## config.mk

```make
export PLATFORM = sky130hd
export DESIGN_NAME = heart_rate_calc
export DESIGN_NICKNAME = d
export VERILOG_FILES = /design/src/rtl/heart_rate_calc.sv
export SDC_FILE = /design/constraint.sdc
export NUM_CORES = 1
export LEC_CHECK = 0
export BUFFER_PORTS_ARGS = -buffer_cell sky130_fd_sc_hd__buf_4
export CAP_MARGIN = 40
export CORE_ASPECT_RATIO = 1.1
export CORE_MARGIN = 5
export CORE_UTILIZATION = 47
export DETAILED_ROUTE_END_ITERATION = 8
export GPL_ROUTABILITY_DRIVEN = 0
export PLACE_DENSITY_LB_ADDON = 0.12
export SETUP_SLACK_MARGIN = 0.5
export SYNTH_ARGS = -nofsm -noshare
export SYNTH_HDL_FRONTEND = slang
export SYNTH_SLANG_ARGS = --single-unit
```

## constraint.sdc

```tcl
create_clock -name clk -period 4.6 [get_ports clk]
set_input_delay 0.92 -clock clk [delete_from_list [all_inputs] [get_ports clk]]
set_output_delay 0.92 -clock clk [all_outputs]
set_load 0.02 [all_outputs]
```

## src/rtl/heart_rate_calc.sv

```systemverilog
// Beat-to-beat heart rate from a peak flag; RUNNING_AVG_EN averages the last 4 intervals.
// Latency: bpm_valid 20 cycles after the accepting beat edge; beat 1 cycle after it.
// No backpressure: outputs are free-running strobes, edges arriving mid-division are dropped.
module heart_rate_calc #(
    parameter int TICK_DIV   = 40000,
    parameter int MIN_IBI_MS = 300,
    parameter int MAX_IBI_MS = 2000
) (
    input  logic       clk,
    input  logic       reset,
    input  logic       peak,
    output logic [7:0] bpm,
    output logic       bpm_valid,
    output logic       beat,
    output logic       no_signal
);

`ifdef RUNNING_AVG_EN
    localparam int          HIST_N   = 4;
    localparam logic [17:0] DIVIDEND = 18'd240000;
`else
    localparam int          HIST_N   = 1;
    localparam logic [17:0] DIVIDEND = 18'd60000;
`endif
    localparam int          PW       = (TICK_DIV > 1) ? $clog2(TICK_DIV) : 1;
    localparam logic [11:0] MIN_I    = 12'(MIN_IBI_MS);
    localparam logic [11:0] MAX_I    = 12'(MAX_IBI_MS);
    localparam logic [2:0]  NV_FULL  = 3'(HIST_N);

    typedef enum logic [1:0] {IDLE, MEASURE, DIVIDE, DONE} state_t;

    state_t        state;
    logic          peak_s1, peak_s2, peak_d;
    logic [PW-1:0] presc;
    logic [11:0]   ibi_ms;
    logic [12:0]   sum;
    logic [2:0]    nvalid;
    logic [12:0]   div_rem;
    logic [17:0]   div_quo;
    logic [4:0]    div_cnt;
`ifdef RUNNING_AVG_EN
    logic [11:0]   hist [4];
`endif

    logic rise;
    logic tick;
    logic rem_ge;

    assign rise   = peak_s2 & ~peak_d;
    assign tick   = (presc == PW'(TICK_DIV - 1));
    assign rem_ge = {div_rem, div_quo[17]} >= {1'b0, sum};

    always_ff @(posedge clk or negedge reset) begin
        if (!reset) begin
            state     <= IDLE;
            peak_s1   <= 1'b0;
            peak_s2   <= 1'b0;
            peak_d    <= 1'b0;
            presc     <= '0;
            ibi_ms    <= '0;
            sum       <= '0;
            nvalid    <= '0;
            div_rem   <= '0;
            div_quo   <= '0;
            div_cnt   <= '0;
            bpm       <= '0;
            bpm_valid <= 1'b0;
            beat      <= 1'b0;
            no_signal <= 1'b1;
`ifdef RUNNING_AVG_EN
            for (int i = 0; i < 4; i++) hist[i] <= '0;
`endif
        end else begin
            peak_s1   <= peak;
            peak_s2   <= peak_s1;
            peak_d    <= peak_s2;
            beat      <= 1'b0;
            bpm_valid <= 1'b0;

            if (tick) begin
                presc <= '0;
                if (ibi_ms != 12'hFFF) ibi_ms <= ibi_ms + 1'b1;
            end else begin
                presc <= presc + 1'b1;
            end

            case (state)
                IDLE: begin
                    if (rise) begin
                        presc  <= '0;
                        ibi_ms <= '0;
                        state  <= MEASURE;
                    end
                end
                MEASURE: begin
                    if (ibi_ms > MAX_I) begin
                        // Rhythm lost: forget the history but keep showing the last rate.
                        sum       <= '0;
                        nvalid    <= '0;
                        no_signal <= 1'b1;
                        state     <= IDLE;
`ifdef RUNNING_AVG_EN
                        for (int i = 0; i < 4; i++) hist[i] <= '0;
`endif
                    end else if (rise && ibi_ms >= MIN_I) begin
                        beat   <= 1'b1;
                        presc  <= '0;
                        ibi_ms <= '0;
`ifdef RUNNING_AVG_EN
                        hist[0] <= ibi_ms;
                        hist[1] <= hist[0];
                        hist[2] <= hist[1];
                        hist[3] <= hist[2];
                        sum     <= sum + {1'b0, ibi_ms} - {1'b0, hist[3]};
`else
                        sum     <= {1'b0, ibi_ms};
`endif
                        if (nvalid != NV_FULL) nvalid <= nvalid + 1'b1;
                        if (nvalid >= NV_FULL - 3'd1) begin
                            div_rem <= '0;
                            div_quo <= DIVIDEND;
                            div_cnt <= '0;
                            state   <= DIVIDE;
                        end
                    end
                end
                DIVIDE: begin
                    // Remainder stays below the 13-bit divisor, so 13-bit subtraction is exact.
                    div_rem <= rem_ge ? ({div_rem[11:0], div_quo[17]} - sum)
                                      : {div_rem[11:0], div_quo[17]};
                    div_quo <= {div_quo[16:0], rem_ge};
                    div_cnt <= div_cnt + 1'b1;
                    if (div_cnt == 5'd17) state <= DONE;
                end
                DONE: begin
                    bpm       <= (|div_quo[17:8]) ? 8'hFF : div_quo[7:0];
                    bpm_valid <= 1'b1;
                    no_signal <= 1'b0;
                    state     <= MEASURE;
                end
                default: state <= IDLE;
            endcase
        end
    end

endmodule
```

After elaboration in Yosys (flattened, before gate mapping) --
Cells that the tools add are included.
Storage, ports and cells: register bits 96, input port bits 3, output and inout bits 11, word-level logic and storage cells 95
Operators by class: $add $sub $neg 5, $lt $le $gt $ge 4, equality and inequality tests 15, muxes and demuxes 42, bitwise gates (word level) 2, reduce and logical (&&, ||, !) cells 12
Operators by type and width (count):
- 13-bit 2-to-1 mux | 6
- 16-bit 2-to-1 mux | 4
- 12-bit 2-to-1 mux | 5
- 18-bit 2-to-1 mux | 3
- 18-bit one-hot mux with 2 select lines | 1
- 16-bit one-hot mux with 2 select lines | 1
- 13-bit one-hot mux with 2 select lines | 1
- 12-bit one-hot mux with 2 select lines | 1
- 16-bit by 1-bit adder with 16-bit output (second input constant) | 1
- 16-bit equality test (second input constant) | 1
- 5-bit 2-to-1 mux | 3
- 14-bit by 13-bit >= comparator with 1-bit output | 1
- 13-bit subtractor | 1
- 12-bit by 1-bit adder with 12-bit output (second input constant) | 1
- 12-bit by 9-bit >= comparator with 1-bit output (second input constant) | 1
- 12-bit by 11-bit > comparator with 1-bit output (second input constant) | 1
- 12-bit != test (second input constant) | 1
- 2-bit != test (second input constant) | 6
- 2-bit 2-to-1 mux | 5
- 5-bit one-hot mux with 2 select lines | 1
- 10-bit OR reduction | 1
- 3-bit 2-to-1 mux | 3
- 8-bit 2-to-1 mux | 1
- 2-bit one-hot mux with 4 select lines | 1
- other kinds (18) | 29

Longest topological paths before layout --
word-level depth 6, gate-level depth with buffers 10, mapped depth without buffers 9

Worst setup path after synthesis --
OpenSTA, ideal clock, no wires.
path kind reg-to-reg, from register sum[0], to register div_rem[12], data arrival time 2.501 ns, setup slack 1.975 ns, stages on the path, launching flop included 10, path buffers 1, period minus slack after synthesis 2.625 ns, path through dfrtp_1 > ha_1 > fa_1 > nor2b_1 > o31a_1 > a21oi_1 > o31ai_1 > clkbuf_1 > a21oi_1 > a211o_1
Between the ends: cells in the longest elaborated chain, start to end 3, elaborated cells on any way between the ends 4, classes of those cells add/sub: 1; order compare: 1; mux: 2
RTL lines:
- start: declaration | RTL line 36 | logic [12:0] sum;
- start signal: assignment | RTL line 116 | sum <= {1'b0, ibi_ms};
- 13-bit subtractor / 14-bit by 13-bit >= comparator with 1-bit output (equally long branches) | RTL line 129, 51
- 13-bit 2-to-1 mux * | RTL line 129 | div_rem <= rem_ge ? ({div_rem[11:0], div_quo[17]} - sum)
- 13-bit one-hot mux with 2 select lines * | RTL line 87 | case (state)
- end signal: assignment | RTL line 129
- end: declaration | RTL line 38 | logic [12:0] div_rem;
Mark *: on every way between the ends. The rest lies on a longest branch, timed or not. A chain may end at the register's enable or synchronous reset.

Worst setup path in the final report --
from register sum[0], to register div_rem[10]
The elaborated chain is that of the path after synthesis.

==> metrics.csv <==
stage,metric,value,unit
pwr,Pleak,0.002268,µW
yosys,number of enable flip-flop cells after synthesis,0,
routing,ANT nets after route,0,
yosys,#FFs+latches synth,92,
pwr,Max VDD drop,262.5,µV
sta,measured slew at the worst slew-check pin,761.3,ps
sta,fmax,0.3366,GHz
clock_network,CTS tree,built,
yosys,"Avg Cell Area, Syn",10.38,µm²
sta,post-layout min period,2971,ps
final_layout,Final #Nets,503,
final_layout,layout cells sized above 1,0.1162,
routing,DRC violations left,0,
run_status,status,finished clean,
floorplan,Core Area,0.009937,mm²
critical_path,reg2reg start,sum[0],
final_layout,area occupied by multi-input gates,0.002327,mm²
clock_network,H-tree levels,3,
critical_path,R2R Path End,div_rem[10],
critical_path,R2R setup slack,1630,ps
clock_network,latest clock arrival within the worst-skew pair,360,ps
routing,vias per inst,5.744,
clock_network,post-cts sizing count,0,
global_route,first-pass GRT wire length,16720,µm
floorplan,Starting Density,0.4859,
sta,part of the cycle the worst path needs,0.6458,
floorplan,row cnt,38,
pwr,total power,3028,µW
critical_path,"Max FO, Critical Path",9,
critical_path,CP arrival,3230,ps
clock_network,clock sink count,92,
critical_path,CP startpoint kind,register,
final_layout,Synth-to-Final Area Change,8.811,%
clock_network,Num CTS Buffers,9,
final_layout,ANT cells,0,
yosys,Syn. warnings,0,
routing,vias,3458,
clock_network,Hold Buf Count CTS,0,
routing,initial drt markers,225,
sta,Setup Skew,12.20,ps
yosys,share of the yosys chip area belonging to registers,0.4771,
yosys,Cells after Synth,465,
global_route,number of antenna violations at the first check in global routing,0,
global_route,largest net degree at the start of global routing,40,
critical_path,WP data required,4860,ps
final_layout,fillers,926,
hold_path,hold crit path type,register to register,
floorplan,I/O pin count,14,
yosys,Yosys top cell area share,0.4716,
placement,Post-DP Area,0.005067,mm²
sta,Slew HR,0.4886,
yosys,post-synthesis async set-or-reset flop share,1.000,
routing,first drt pass iteration count,4,
yosys,post-synthesis cell type count,61,
clock_network,CTS root buf,clkbuf_8,
sta,RSZ-0062 raised after global routing,no,
yosys,ys flop type,dfrtp_1,
yosys,Synth area leaders,"dfrtp_1 (47%), ha_1 (5.7%), a22o_1 (4.0%)",
critical_path,CP endpoint kind,register,
job,Max Cap Viol,0,
sta,final hold viol count,0,
global_route,gr ovfl total,0,
critical_path,Crit. Startpoint,sum[0],
global_route,GR Util All Layers,0.1682,
placement,detailed placement HPWL,6965,µm
floorplan,Die Area,0.01240,mm²
routing,routed length per instance,16.06,µm
sta,Slew Limit Fails,0,
final_layout,Register Area,0.002303,mm²
global_route,vias in the first global route,3504,
floorplan,Die Y,116.3,µm
sta,setup tns final,0,ps
yosys,Yosys top cell by area,dfrtp_1,
critical_path,Setup crit end,div_rem[10],
sta,Setup-failing EPs final,0,
critical_path,critical path class,register to register,
yosys,Mapped Area,0.004828,mm²
critical_path,worst reg2reg path depth,9,
clock_network,post-CTS setup buffer count,0,
clock_network,Worst-path clk slew,90,ps
routing,final WL,9668,µm
yosys,Synth Net Count,491,
clock_network,largest buffer count on any clock path,2,
final_layout,"Design Area, Final",0.005254,mm²
pwr,Power Dens Cells,576.3,mW/mm²
placement,# port buffers,13,
floorplan,die width,106.6,µm
[cell usage in the layout, fill, tap and decap left out, types with 15 or more instances in the layout]
| cell | count |
|---|---|
| a21oi_1 | 16 |
| a22o_1 | 22 |
| buf_4 | 20 |
| dfrtp_1 | 91 |
| ha_1 | 22 |
| inv_1 | 27 |
| nand2_1 | 35 |
| nor2_1 | 36 |
| o22a_1 | 15 |
| xnor2_1 | 20 |
[worst min path at each step]
stage | from | cells after the start | endpoint | slack [ps]
after global routing | peak_s1 | 0 | peak_s2 | 380
final | peak_s1 | 0 | peak_s2 | 360
after CTS | peak_s1 | 0 | peak_s2 | 360
after floorplan | peak_s1 | 0 | peak_s2 | 330
after detailed placement | peak_s1 | 0 | peak_s2 | 340
after global placement | peak_s1 | 0 | peak_s2 | 330
[cell families after synthesis]
logic type	count (synthesis)	share of synthesized area
xor+xnor	31	0.05623
simple gates	146	0.1599
flops	92	0.4771
buf+inv	48	0.04353
fa+ha+maj	23	0.06116
compound gates	117	0.1855
mux	8	0.01659
[flip-flops by register name, indices dropped and copies added, names as in the netlist]
signal     cells
no_signal      1
bpm            8
beat           1
peak_s2        1
peak_d         1
sum           12
ibi_ms        12
bpm_valid      1
div_quo       18
state          2
presc         16
peak_s1        1
div_rem       13
div_cnt        5
[layer usage]
metal / routed length [µm] / part of all wire / track usage
met1: 4410 / 0.46 / 0.2051
met2: 4813 / 0.50 / 0.2985
met3: 298 / 0.031 / 0.03372
met4: 146 / 0.015 / 0.05882
met5: 0 / 0 / 0
[cells in the mapped netlist (all sizes together), types with 3 or more instances]
cell type and number:
nand4 9, a22o 22, nor4b 5, mux2i 8
a221o 4, nand2 35, inv 27, a31oi 4
a21oi 16, a21o 5, o31ai 6, and3 6
o21ai 17, nand3 13, o21a 3, ha 22
nor4 3, or3 3, xor2 11, and2 8
o22a 15, xnor2 20, nor3 11, buf 7
dfrtp 91, clkbuf 14, o211ai 3, nor2 46
[critical path: stages (launching register included)]
cell	delay, ps
dfrtp_1	410
ha_1	230
fa_1	400
nor2b_1	180
o31a_1	240
a21oi_1	110
o31ai_2	540
buf_4	280
nor2_1	100
a221o_1	380
[where the power goes]
part	total [µW]	internal, µW	switching, µW
registers	1130	984	145
logic	1380	616	766
clock network	517	219	298
[layout make-up]
| class | count | area share |
|---|---|---|
| Multi-Input combinational cell | 325 | 0.4430 |
| Inverter | 27 | 0.01929 |
| Sequential cell | 92 | 0.4384 |
| Tap cell | 120 | 0.02858 |
| Timing Repair Buffer | 22 | 0.03525 |
| Clock buffer | 11 | 0.02691 |
| Clock inverter | 5 | 0.008573 |
[through the flow]
step	worst slack (ps)	std cells	hold slack, ps	utilization
finish	1629	602	359.4	0.5287
floorplan	1975	465	331.2	-
CTS	1608	602	363.1	0.5287
detailed placement	1640	586	341.0	0.5099
global placement	1633	583	334.6	0.5057
global route	1443	602	377.4	0.5287
Note: power is estimated with default switching activity, not from simulation.
